==> src/rtl/i2c_slave_pkg.sv <==
// Shared types and constants for the I2C slave byte controller.
package i2c_slave_pkg;

    localparam int         BYTE_BITS = 8;
    localparam logic [7:0] IDLE_BYTE = 8'hFF;

    typedef enum logic [2:0] {
        IDLE,
        ADDR,
        ADDR_ACK,
        RX_DATA,
        RX_ACK,
        TX_DATA,
        TX_ACK,
        WAIT_STOP
    } state_e;

endpackage

==> src/rtl/i2c_slave_bit_counter.sv <==
// 3-bit count-down bit counter: load to 7, decrement on enable, zero flag.
module i2c_slave_bit_counter
    import i2c_slave_pkg::*;
(
    input  logic       clk,
    input  logic       rst,
    input  logic       load,
    input  logic       dec,
    output logic [2:0] cnt,
    output logic       zero
);

    logic [2:0] cnt_q, cnt_d;

    always_comb begin
        cnt_d = cnt_q;
        if (load)     cnt_d = 3'(BYTE_BITS - 1);
        else if (dec) cnt_d = cnt_q - 3'd1;
    end

    always_ff @(posedge clk) begin
        if (rst) cnt_q <= 3'd0;
        else     cnt_q <= cnt_d;
    end

    assign cnt  = cnt_q;
    assign zero = (cnt_q == 3'd0);

endmodule

==> src/rtl/i2c_slave_byte_ctrl.sv <==
// Byte-level I2C slave: oversampled SCL/SDA, START/STOP detect, address match,
// ACK/shift FSM. Optional clock stretching with I2C_SLAVE_CLK_STRETCH_EN.
module i2c_slave_byte_ctrl
    import i2c_slave_pkg::*;
#(
    parameter logic [6:0] SLAVE_ADDR  = 7'h3C,
    parameter int         SYNC_STAGES = 2
) (
    input  logic       Clk,
    input  logic       Rst,
    input  logic       Scl_i,
    input  logic       Sda_i,
    output logic       Sda_oe,
    output logic       Scl_oe,
    output logic [7:0] Rx_data,
    output logic       Rx_valid,
    input  logic [7:0] Tx_data,
    input  logic       Tx_valid,
    output logic       Tx_ready,
    output logic       Rw,
    output logic       Busy,
    output logic       Nack_rx
);

    logic [SYNC_STAGES-1:0] scl_sync_q, scl_sync_d, sda_sync_q, sda_sync_d;
    logic scl_s, sda_s, scl_h_q, sda_h_q;
    logic scl_rise_q, scl_rise_d, scl_fall_q, scl_fall_d;
    logic start_q, start_d, stop_q, stop_d, sda_smp_q, sda_smp_d;

    state_e               state_q, state_d;
    logic [BYTE_BITS-1:0] shift_q, shift_d, rx_data_q, rx_data_d, tx_byte;
    logic rw_q, rw_d, busy_q, busy_d, sda_oe_q, sda_oe_d, scl_oe_q, scl_oe_d;
    logic rx_pend_q, rx_pend_d, rx_valid_q, rx_valid_d, tx_ready_q, tx_ready_d;
    logic nack_q, nack_d, ph_q, ph_d, stall_q, stall_d;
    logic cnt_load, cnt_dec, cnt_zero, tx_go;
    logic [2:0] cnt;

    i2c_slave_bit_counter u_bit_cnt (
        .clk  (Clk),
        .rst  (Rst),
        .load (cnt_load),
        .dec  (cnt_dec),
        .cnt  (cnt),
        .zero (cnt_zero)
    );

    assign scl_s      = scl_sync_q[SYNC_STAGES-1];
    assign sda_s      = sda_sync_q[SYNC_STAGES-1];
    assign scl_sync_d = {scl_sync_q[SYNC_STAGES-2:0], Scl_i};
    assign sda_sync_d = {sda_sync_q[SYNC_STAGES-2:0], Sda_i};
    assign tx_byte    = Tx_valid ? Tx_data : IDLE_BYTE;

    // Edge/condition pulses are registered; sda_smp holds SDA as seen at the SCL edge.
    always_comb begin
        scl_rise_d = scl_s & ~scl_h_q;
        scl_fall_d = ~scl_s & scl_h_q;
        start_d    = scl_s & scl_h_q & sda_h_q & ~sda_s;
        stop_d     = scl_s & scl_h_q & ~sda_h_q & sda_s;
        sda_smp_d  = sda_s;
    end

    always_comb begin
        state_d    = state_q;
        shift_d    = shift_q;
        rx_data_d  = rx_data_q;
        rw_d       = rw_q;
        busy_d     = busy_q;
        sda_oe_d   = sda_oe_q;
        scl_oe_d   = scl_oe_q;
        ph_d       = ph_q;
        stall_d    = stall_q;
        rx_pend_d  = 1'b0;
        rx_valid_d = rx_pend_q;
        tx_ready_d = 1'b0;
        nack_d     = 1'b0;
        cnt_load   = 1'b0;
        cnt_dec    = 1'b0;
        tx_go      = 1'b0;
        if (start_q) begin
            state_d  = ADDR;
            cnt_load = 1'b1;
            busy_d   = 1'b1;
            sda_oe_d = 1'b0;
            scl_oe_d = 1'b0;
            ph_d     = 1'b0;
            stall_d  = 1'b0;
            shift_d  = '0;
        end else if (stop_q) begin
            state_d  = IDLE;
            busy_d   = 1'b0;
            sda_oe_d = 1'b0;
            scl_oe_d = 1'b0;
            ph_d     = 1'b0;
            stall_d  = 1'b0;
        end else begin
            // SCL is let go one cycle after the stalled byte has been loaded.
            if (scl_oe_q && !stall_q) scl_oe_d = 1'b0;
            case (state_q)
                ADDR: if (scl_rise_q) begin
                    cnt_dec = 1'b1;
                    shift_d = {shift_q[6:0], sda_smp_q};
                    if (cnt_zero) begin
                        if (shift_q[6:0] == SLAVE_ADDR) begin
                            rw_d    = sda_smp_q;
                            ph_d    = 1'b0;
                            state_d = ADDR_ACK;
                        end else begin
                            state_d = WAIT_STOP;
                        end
                    end
                end
                ADDR_ACK, RX_ACK: begin
                    if (stall_q) tx_go = Tx_valid;
                    else if (scl_fall_q) begin
                        if (!ph_q) begin
                            sda_oe_d = 1'b1;
                            ph_d     = 1'b1;
                        end else begin
                            ph_d     = 1'b0;
                            sda_oe_d = 1'b0;
                            if (state_q == ADDR_ACK && rw_q) tx_go = 1'b1;
                            else begin
                                state_d  = RX_DATA;
                                cnt_load = 1'b1;
                            end
                        end
                    end
                end
                RX_DATA: if (scl_rise_q) begin
                    cnt_dec = 1'b1;
                    shift_d = {shift_q[6:0], sda_smp_q};
                    if (cnt_zero) begin
                        rx_data_d = {shift_q[6:0], sda_smp_q};
                        rx_pend_d = 1'b1;
                        ph_d      = 1'b0;
                        state_d   = RX_ACK;
                    end
                end
                TX_DATA: begin
                    if (scl_rise_q) begin
                        cnt_dec = 1'b1;
                        if (cnt_zero) ph_d = 1'b1;
                    end else if (scl_fall_q) begin
                        if (ph_q) begin
                            sda_oe_d = 1'b0;
                            ph_d     = 1'b0;
                            state_d  = TX_ACK;
                        end else begin
                            sda_oe_d = ~shift_q[7];
                            shift_d  = {shift_q[6:0], 1'b0};
                        end
                    end
                end
                TX_ACK: begin
                    if (stall_q) tx_go = Tx_valid;
                    else if (scl_rise_q) begin
                        if (!sda_smp_q) ph_d = 1'b1;
                        else begin
                            nack_d  = 1'b1;
                            state_d = WAIT_STOP;
                        end
                    end else if (scl_fall_q && ph_q) begin
                        ph_d  = 1'b0;
                        tx_go = 1'b1;
                    end
                end
                default: sda_oe_d = 1'b0;
            endcase
            // Load the next read byte and drive its MSB on the same SCL low phase.
            if (tx_go) begin
`ifdef I2C_SLAVE_CLK_STRETCH_EN
                if (!Tx_valid) begin
                    stall_d  = 1'b1;
                    scl_oe_d = 1'b1;
                end else
`endif
                begin
                    state_d    = TX_DATA;
                    cnt_load   = 1'b1;
                    stall_d    = 1'b0;
                    tx_ready_d = Tx_valid;
                    sda_oe_d   = ~tx_byte[7];
                    shift_d    = {tx_byte[6:0], 1'b0};
                end
            end
        end
    end

    always_ff @(posedge Clk) begin
        if (Rst) begin
            scl_sync_q <= '1;
            sda_sync_q <= '1;
            scl_h_q    <= 1'b1;
            sda_h_q    <= 1'b1;
            scl_rise_q <= 1'b0;
            scl_fall_q <= 1'b0;
            start_q    <= 1'b0;
            stop_q     <= 1'b0;
            sda_smp_q  <= 1'b1;
            state_q    <= IDLE;
            shift_q    <= '0;
            rx_data_q  <= '0;
            rw_q       <= 1'b0;
            busy_q     <= 1'b0;
            sda_oe_q   <= 1'b0;
            scl_oe_q   <= 1'b0;
            ph_q       <= 1'b0;
            stall_q    <= 1'b0;
            rx_pend_q  <= 1'b0;
            rx_valid_q <= 1'b0;
            tx_ready_q <= 1'b0;
            nack_q     <= 1'b0;
        end else begin
            scl_sync_q <= scl_sync_d;
            sda_sync_q <= sda_sync_d;
            scl_h_q    <= scl_s;
            sda_h_q    <= sda_s;
            scl_rise_q <= scl_rise_d;
            scl_fall_q <= scl_fall_d;
            start_q    <= start_d;
            stop_q     <= stop_d;
            sda_smp_q  <= sda_smp_d;
            state_q    <= state_d;
            shift_q    <= shift_d;
            rx_data_q  <= rx_data_d;
            rw_q       <= rw_d;
            busy_q     <= busy_d;
            sda_oe_q   <= sda_oe_d;
            scl_oe_q   <= scl_oe_d;
            ph_q       <= ph_d;
            stall_q    <= stall_d;
            rx_pend_q  <= rx_pend_d;
            rx_valid_q <= rx_valid_d;
            tx_ready_q <= tx_ready_d;
            nack_q     <= nack_d;
        end
    end

    assign Sda_oe   = sda_oe_q;
`ifdef I2C_SLAVE_CLK_STRETCH_EN
    assign Scl_oe   = scl_oe_q;
`else
    assign Scl_oe   = 1'b0;
`endif
    assign Rx_data  = rx_data_q;
    assign Rx_valid = rx_valid_q;
    assign Tx_ready = tx_ready_q;
    assign Rw       = rw_q;
    assign Busy     = busy_q;
    assign Nack_rx  = nack_q;

endmodule

==> config.mk <==
export PLATFORM = sky130hd
export DESIGN_NAME = i2c_slave_byte_ctrl
export DESIGN_NICKNAME = d
export VERILOG_FILES = /design/src/rtl/i2c_slave_pkg.sv /design/src/rtl/i2c_slave_bit_counter.sv /design/src/rtl/i2c_slave_byte_ctrl.sv
export SDC_FILE = /design/constraint.sdc
export NUM_CORES = 1
export LEC_CHECK = 0
export ABC_AREA = 1
export CAP_MARGIN = 20
export CORE_UTILIZATION = 61
export CTS_BUF_LIST = sky130_fd_sc_hd__clkbuf_4
export CTS_CLUSTER_DIAMETER = 120
export CTS_CLUSTER_SIZE = 20
export DETAILED_ROUTE_END_ITERATION = 10
export GPL_ROUTABILITY_DRIVEN = 1
export PLACE_DENSITY = 0.88
export SLEW_MARGIN = 20
export SYNTH_ARGS = -nofsm -noshare
export SYNTH_HDL_FRONTEND = slang
export SYNTH_SLANG_ARGS = --single-unit
==> constraint.sdc <==
create_clock -name Clk -period 2.8 [get_ports Clk]
set_input_delay 0.56 -clock Clk [delete_from_list [all_inputs] [get_ports Clk]]
set_output_delay 0.56 -clock Clk [all_outputs]
set_load 0.02 [all_outputs]
=== After elaboration in Yosys (flattened, before gate mapping) ===
Cells that the tools add are included.

* Bits of input ports: 13
* Flip-flop bits (word level): 40
* Output and inout port bits: 15

* Multiplexer cells: 68
* Add/subtract/negate cells: 1
* Bitwise logic cells: 19
* Equality and inequality tests: 51
* Reductions and logical operators: 27

{| class="wikitable"
|+ Operator list
! kind !! count
|-
| != test 5 bit (second input constant) || 12
|-
| != test 3 bit (second input constant) || 17
|-
| two-way mux 3 bit || 16
|-
| two-way mux 8 bit || 6
|-
| two-way mux 1 bit || 41
|-
| AND reduction 13 bit || 3
|-
| != test 2 bit (second input constant) || 13
|-
| case mux 8 bit (2 select lines) || 1
|-
| case mux 3 bit (5 select lines) || 1
|-
| inverter 1 bit || 12
|-
| AND reduction 6 bit || 2
|-
| AND reduction 11 bit || 1
|-
| OR reduction 5 bit || 2
|-
| equality test 3 bit (second input constant) || 3
|-
| OR reduction 3 bit || 3
|-
| nonzero test 8 bit || 1
|-
| OR reduction 4 bit || 2
|-
| bitwise AND 1 bit || 7
|-
| equality test 7 x 6 -> 1 bit (second input constant) || 1
|-
| equality test 3 x 2 -> 1 bit (second input constant) || 2
|-
| nonzero test 6 bit || 1
|-
| OR reduction 2 bit || 3
|-
| case mux 1 bit (5 select lines) || 1
|-
| AND reduction 5 bit || 1
|-
| 12 further kinds || 14
|}

=== Depth between registers and ports, before layout ===
* Depth in word-level cells: 12
* Mapped depth: 12

=== Hierarchy ===
From an unflattened synthesis, not the netlist that was laid out.

* Cells, all modules: 274
* Area total of the unflattened synthesis: 1948.1 um^2

{| class="wikitable"
|+ By module, submodules not included
! module !! cells each !! times used !! seq. area each (um^2) !! area each (um^2)
|-
| i2c_slave_byte_ctrl || 252 || 1 || 740.7 || 1793.0
|-
| i2c_slave_bit_counter || 22 || 1 || 60.1 || 155.1
|}

=== Worst setup path after synthesis ===
Ideal clock, no wire load.

* Kind: register to register
* Start point: register rw_q (netlist: Rw)
* End point: register shift_q[1]
* Path slack: 1.347 ns
* Arrival time: 1.337 ns
* Stages on the path, launching flop included: 11
* Clock period less this slack: 1.453 ns
* Setup time: 0.116 ns
* Path through: dfxtp_1 > inv_1 > nor2_1 > nand2_2 > o21ai_2 > nand2_4 > o21ai_2 > nand2_2 > buf_6 > o21ai_0 > nor2_1

* Word-level cells in the longest chain between the ends: 9
* Elaborated cells on any way between the ends: 14
* Those cells by class: eq/ne: 4; mux: 7; reduce/logical: 3

{| class="wikitable"
|+ RTL lines
! what !! RTL line !! RTL
|-
| start: declaration || i2c_slave_byte_ctrl.sv:32 || <nowiki>logic rw_q, rw_d, busy_q, busy_d, sda_oe_q, sda_oe_d, scl_oe_q, scl_oe_d;</nowiki>
|-
| start signal: assignment || i2c_slave_byte_ctrl.sv:226 || <nowiki>rw_q <= rw_d;</nowiki>
|-
| logical AND 1 bit * || i2c_slave_byte_ctrl.sv:121 || <nowiki>if (state_q == ADDR_ACK && rw_q) tx_go = 1'b1;</nowiki>
|-
| two-way mux 1 bit * || i2c_slave_byte_ctrl.sv:121 ||
|-
| two-way mux 1 bit * || i2c_slave_byte_ctrl.sv:115 || <nowiki>if (!ph_q) begin</nowiki>
|-
| two-way mux 1 bit * || i2c_slave_byte_ctrl.sv:114 || <nowiki>else if (scl_fall_q) begin</nowiki>
|-
| case mux 1 bit (2 select lines) * || i2c_slave_byte_ctrl.sv:98 || <nowiki>case (state_q)</nowiki>
|-
| two-way mux 1 bit * || i2c_slave_byte_ctrl.sv:88 || <nowiki>end else if (stop_q) begin</nowiki>
|-
| two-way mux 1 bit * || i2c_slave_byte_ctrl.sv:79 || <nowiki>if (start_q) begin</nowiki>
|-
| != test 3 bit (no source line) (tied with other cells) || -- ||
|-
| AND reduction 6 bit (no source line) || -- ||
|-
| end signal: assignment || i2c_slave_byte_ctrl.sv:224 || <nowiki>shift_q <= shift_d;</nowiki>
|-
| end: declaration || i2c_slave_byte_ctrl.sv:31 || <nowiki>logic [BYTE_BITS-1:0] shift_q, shift_d, rx_data_q, rx_data_d, tx_byte;</nowiki>
|}

Every way passes the cells marked *; elsewhere a longest branch is shown, timed or not. The select of a mux whose other input is x is not followed.
A chain may end at the register's enable or synchronous reset.

=== Final worst setup path ===
* Start point: register state_q[2]
* End point: register state_q[2]

* Word-level cells in the longest chain between the ends: 10
* Elaborated cells on any way between the ends: 30
* Those cells by class: eq/ne: 18; mux: 8; reduce/logical: 4

{| class="wikitable"
|+ RTL lines
! what !! RTL line !! RTL
|-
| start: declaration || i2c_slave_byte_ctrl.sv:30 || <nowiki>state_e state_q, state_d;</nowiki>
|-
| start signal: assignment || i2c_slave_byte_ctrl.sv:223 || <nowiki>state_q <= state_d;</nowiki>
|-
| equality test 3 x 2 -> 1 bit || i2c_slave_byte_ctrl.sv:98, i2c_slave_byte_ctrl.sv:121 ||
|-
| logical AND 1 bit || i2c_slave_byte_ctrl.sv:121 ||
|-
| two-way mux 1 bit || i2c_slave_byte_ctrl.sv:121 ||
|-
| two-way mux 1 bit || i2c_slave_byte_ctrl.sv:115 ||
|-
| two-way mux 1 bit || i2c_slave_byte_ctrl.sv:114 ||
|-
| case mux 1 bit (2 select lines) || i2c_slave_byte_ctrl.sv:98 ||
|-
| two-way mux 1 bit || i2c_slave_byte_ctrl.sv:88 ||
|-
| two-way mux 1 bit || i2c_slave_byte_ctrl.sv:79 ||
|-
| nonzero test 6 bit (no source line) / != test 3 bit (equally long branches) || -- ||
|-
| AND reduction 13 bit (no source line) || -- ||
|}

Several ways; a longest one is shown, not always the timed one. The select of a mux whose other input is x is not followed.

==> flow_metrics.py <==
metrics = {
    "global_route": {
        "antenna_found_initial": 0,
        "gr-usage-all-layers_pct": 30.80,
        "grt_pass1_vias": 1853,
        "grt_pass1_wl_um": 8142,
        "grt_overflow": 0,
        "grt_max_degree": 17,
    },
    "finish": {
        "nNetsFinal": 335,
        "fillerInstances": 263,
        "seq_area_um2": 800.8,
        "final_layout_size_suffix_gt1_share_pct": 9.346,
        "antennaDiodeCount": 0,
        "multi_input_area_um2": 991.0,
        "final_common_cell": "nand2_1",
        "most-common-layout-cells": "nand2_1 (56), inv_1 (41), nor2_1 (41)",
        "syn_to_final_growth_pct": 15.88,
    },
    "power_and_ir_drop": {
        "switching_share_pct": 40.33,
        "p_int_w": 0.001081,
        "power_leakage_nw": 1.113,
        "p_sw_w": 0.0007305,
        "p_comb_share_pct": 36.9,
        "clock_power_share_pct": 22.4,
        "power_frac_seq_pct": 40.6,
        "ir_worst_vdd_mv": 0.4976,
        "p_per_area_mw_per_mm2": 768.9,
        "p_total_w": 0.001812,
    },
    "clock_tree": {
        "cts_buffers": 5,
        "clock-sinks": 40,
        "clk_pin_slew_ns": 0.13,
        "cts_root_buf": "clkbuf_4",
        "cts_max_path_buffers": 2,
        "cts_hold_buf": 0,
        "clkLatencyLatePin_ns": 0.37,
        "postCtsSetupBuffers": 0,
        "cts_tree": "built",
        "cts_resized": 0,
        "h-tree-depth": 2,
    },
    "timing": {
        "fin_ws_ns": 0.8311,
        "setup_tns_ns": 0,
        "setup_violations": 0,
        "period_minus_slack_ns": 1.969,
        "rsz0062_at_grt": "false",
        "tightest_slew_ns": 0.5525,
        "fin_crit_sh_pct": 70.32,
        "fmax_mhz": 507.9,
        "hold_viol": 0,
        "slew_viol_final": 0,
        "slew_headroom_pct": 63.13,
        "clock_skew_ns": 0.008807,
    },
    "placed_design": {
        "routabilityCongestion": 1.010,
        "io_buffers": 26,
        "post-dp-hpwl_um": 3675,
        "post-place-ws_ns": 0.7533,
    },
    "hold_path": {
        "hold_class": "reg -> reg",
        "hold_depth": 2,
        "min_from": "rx_pend_q",
        "hold_path_end": "Rx_valid",
    },
    "yosys": {
        "synth_cells": 297,
        "ys_seq_area_share_pct": 39.38,
        "synth_edf_count": 0,
        "synth_cell_types": 32,
        "synth_seq_cells": 40,
        "synthArstFlopShare_pct": 0,
        "avgSynthCellArea_um2": 6.846,
        "syn-cell-area_mm2": 0.002033,
        "synth-main-ff-cell": "dfxtp_1",
        "synthesis.nets": 312,
        "yosysWarnings": 0,
    },
    "critical_path": {
        "end_kind": "flip-flop",
        "worstPathRequired_ns": 3.09,
        "start_kind": "flip-flop",
        "worst-path-buf-inv": 1,
        "timing.rr.end": "state_q[2]",
        "critPathTopFamily": "compound AO/OA/AOI/OAI gates",
        "cp.arrival_ns": 2.26,
        "crit_type": "reg -> reg",
        "r2r_start": "state_q[2]",
        "crit_fanout": 9,
        "rr_worst_depth": 8,
        "worstPathCellList": "inv_1, o21ai_0, nand2_1, nand3_1, nand2_2, nand2_2, o21ai_0, a21oi_1",
        "r2r_slack_ns": 0.83,
        "slowest_delay_ns": 0.57,
        "cp_slowest_cell": "dfxtp_1",
    },
    "flow_run": {
        "maxCapViolCount": 0,
    },
    "run_status": {
        "outcome": "complete, no violations",
    },
    "detailed_routing": {
        "antenna_left": 0,
        "drtIter0Drc": 182,
        "firstDrtPassIters": 5,
        "avgRoutedWirePerCell_um": 13.43,
        "vias": 2005,
        "route.detailed.drc": 0,
        "wl_um": 4903,
        "via_per_inst": 5.493,
    },
    "floorplan": {
        "die_w_um": 59.74,
        "core.rowCount": 20,
        "io-pin-count": 28,
        "die-area_mm2": 0.003568,
        "start_util_pct": 65.52,
        "die_y_um": 59.74,
        "coreArea_mm2": 0.003103,
    },
}
==> metal layers <==
layer / share of wire, % / vias to the layer above / track usage (%)
li1: - / 991 / -
met1: 43 / 900 / 38.39
met2: 47 / 94 / 49.37
met3: 6.1 / 20 / 7.359
met4: 3.3 / 0 / 15.95
met5: 0 / - / 0
==> worst max-delay path by stage <==
stage / from / endpoint / cells past startpoint
floorplan: Rw / shift_q[1] / 10
global placement: Rst / shift_q[5] / 4
detailed placement: Rst / shift_q[5] / 4
CTS: Rx_data[7] / Rx_data[7] / 1
global route: state_q[2] / shift_q[4] / 9
finish: state_q[2] / state_q[2] / 8
==> stage by stage <==
step	hold WS (ns)	utilization (%)	instances	cell area, µm²
floorplan	0.3883	-	297	2033
global placement	0.3935	73.23	357	2272
detailed placement	0.4046	73.23	357	2272
CTS	0.4228	75.93	365	2356
global route	0.4465	75.93	365	2356
finish	0.4214	75.93	365	2356
==> worst reg2reg max path, stage by stage, from the launching register on <==
cell     delay [ns]
dfxtp_1        0.57
inv_1          0.12
o21ai_0        0.47
nand2_1        0.11
nand3_1        0.10
nand2_2        0.06
nand2_2        0.07
o21ai_0        0.14
a21oi_1        0.24
==> synth_stat cells (all sizes together) (2+ instances only) <==
library cell	count	area share [%]
a21oi	25	6.2
buf	7	3.0
clkbuf	3	0.74
dfxtp	40	39
ha	2	1.2
inv	44	8.1
nand2	62	13
nand3	13	4.1
nand4	4	1.2
nor2	45	8.8
nor3	6	1.5
nor4	2	0.62
o211ai	2	0.74
o21ai	32	8.4
or2	4	1.2
==> flip-flops by register name (all words and copies together), names as in the netlist <==
name and count:
Rw 1, Sda_oe 1, Tx_ready 1, Busy 1, start_q 1, scl_sync_q 2
stop_q 1, scl_rise_q 1, scl_fall_q 1, state_q 3, sda_smp_q 1, Rx_data 8
Nack_rx 1, scl_h_q 1, ph_q 1, rx_pend_q 1, sda_sync_q 2, u_bit_cnt.cnt 3
shift_q 8, Rx_valid 1
==> cells by family after synthesis <==
kind of cell	share of synthesized area, %
simple gates	30.09
compound gates	16.80
buf+inv	11.88
flops	39.38
fa+ha+maj	1.231
xor+xnor	0.4308
other cells	0.1844
==> area by class of cell <==
cell class / instances / share of cell area [%]
Inverter: 44 / 7.010
Timing Repair Buffer: 26 / 11.05
Clock inverter: 3 / 1.965
Sequential cell: 40 / 33.99
Clock buffer: 5 / 1.593
Multi-Input combinational cell: 203 / 42.06
Tap cell: 44 / 2.337
==> power by group through the flow <==
stage	sequential (W)	clock, W	combinational (W)
after floorplan	0.000717	0	0.000536
after global placement	0.000739	0	0.000650
after CTS	0.000733	0.000406	0.000650
after global routing	0.000744	0.000436	0.000753
final	0.000736	0.000407	0.000669
after detailed placement	0.000745	0	0.000646
Note: power is estimated with default switching activity, not from simulation.
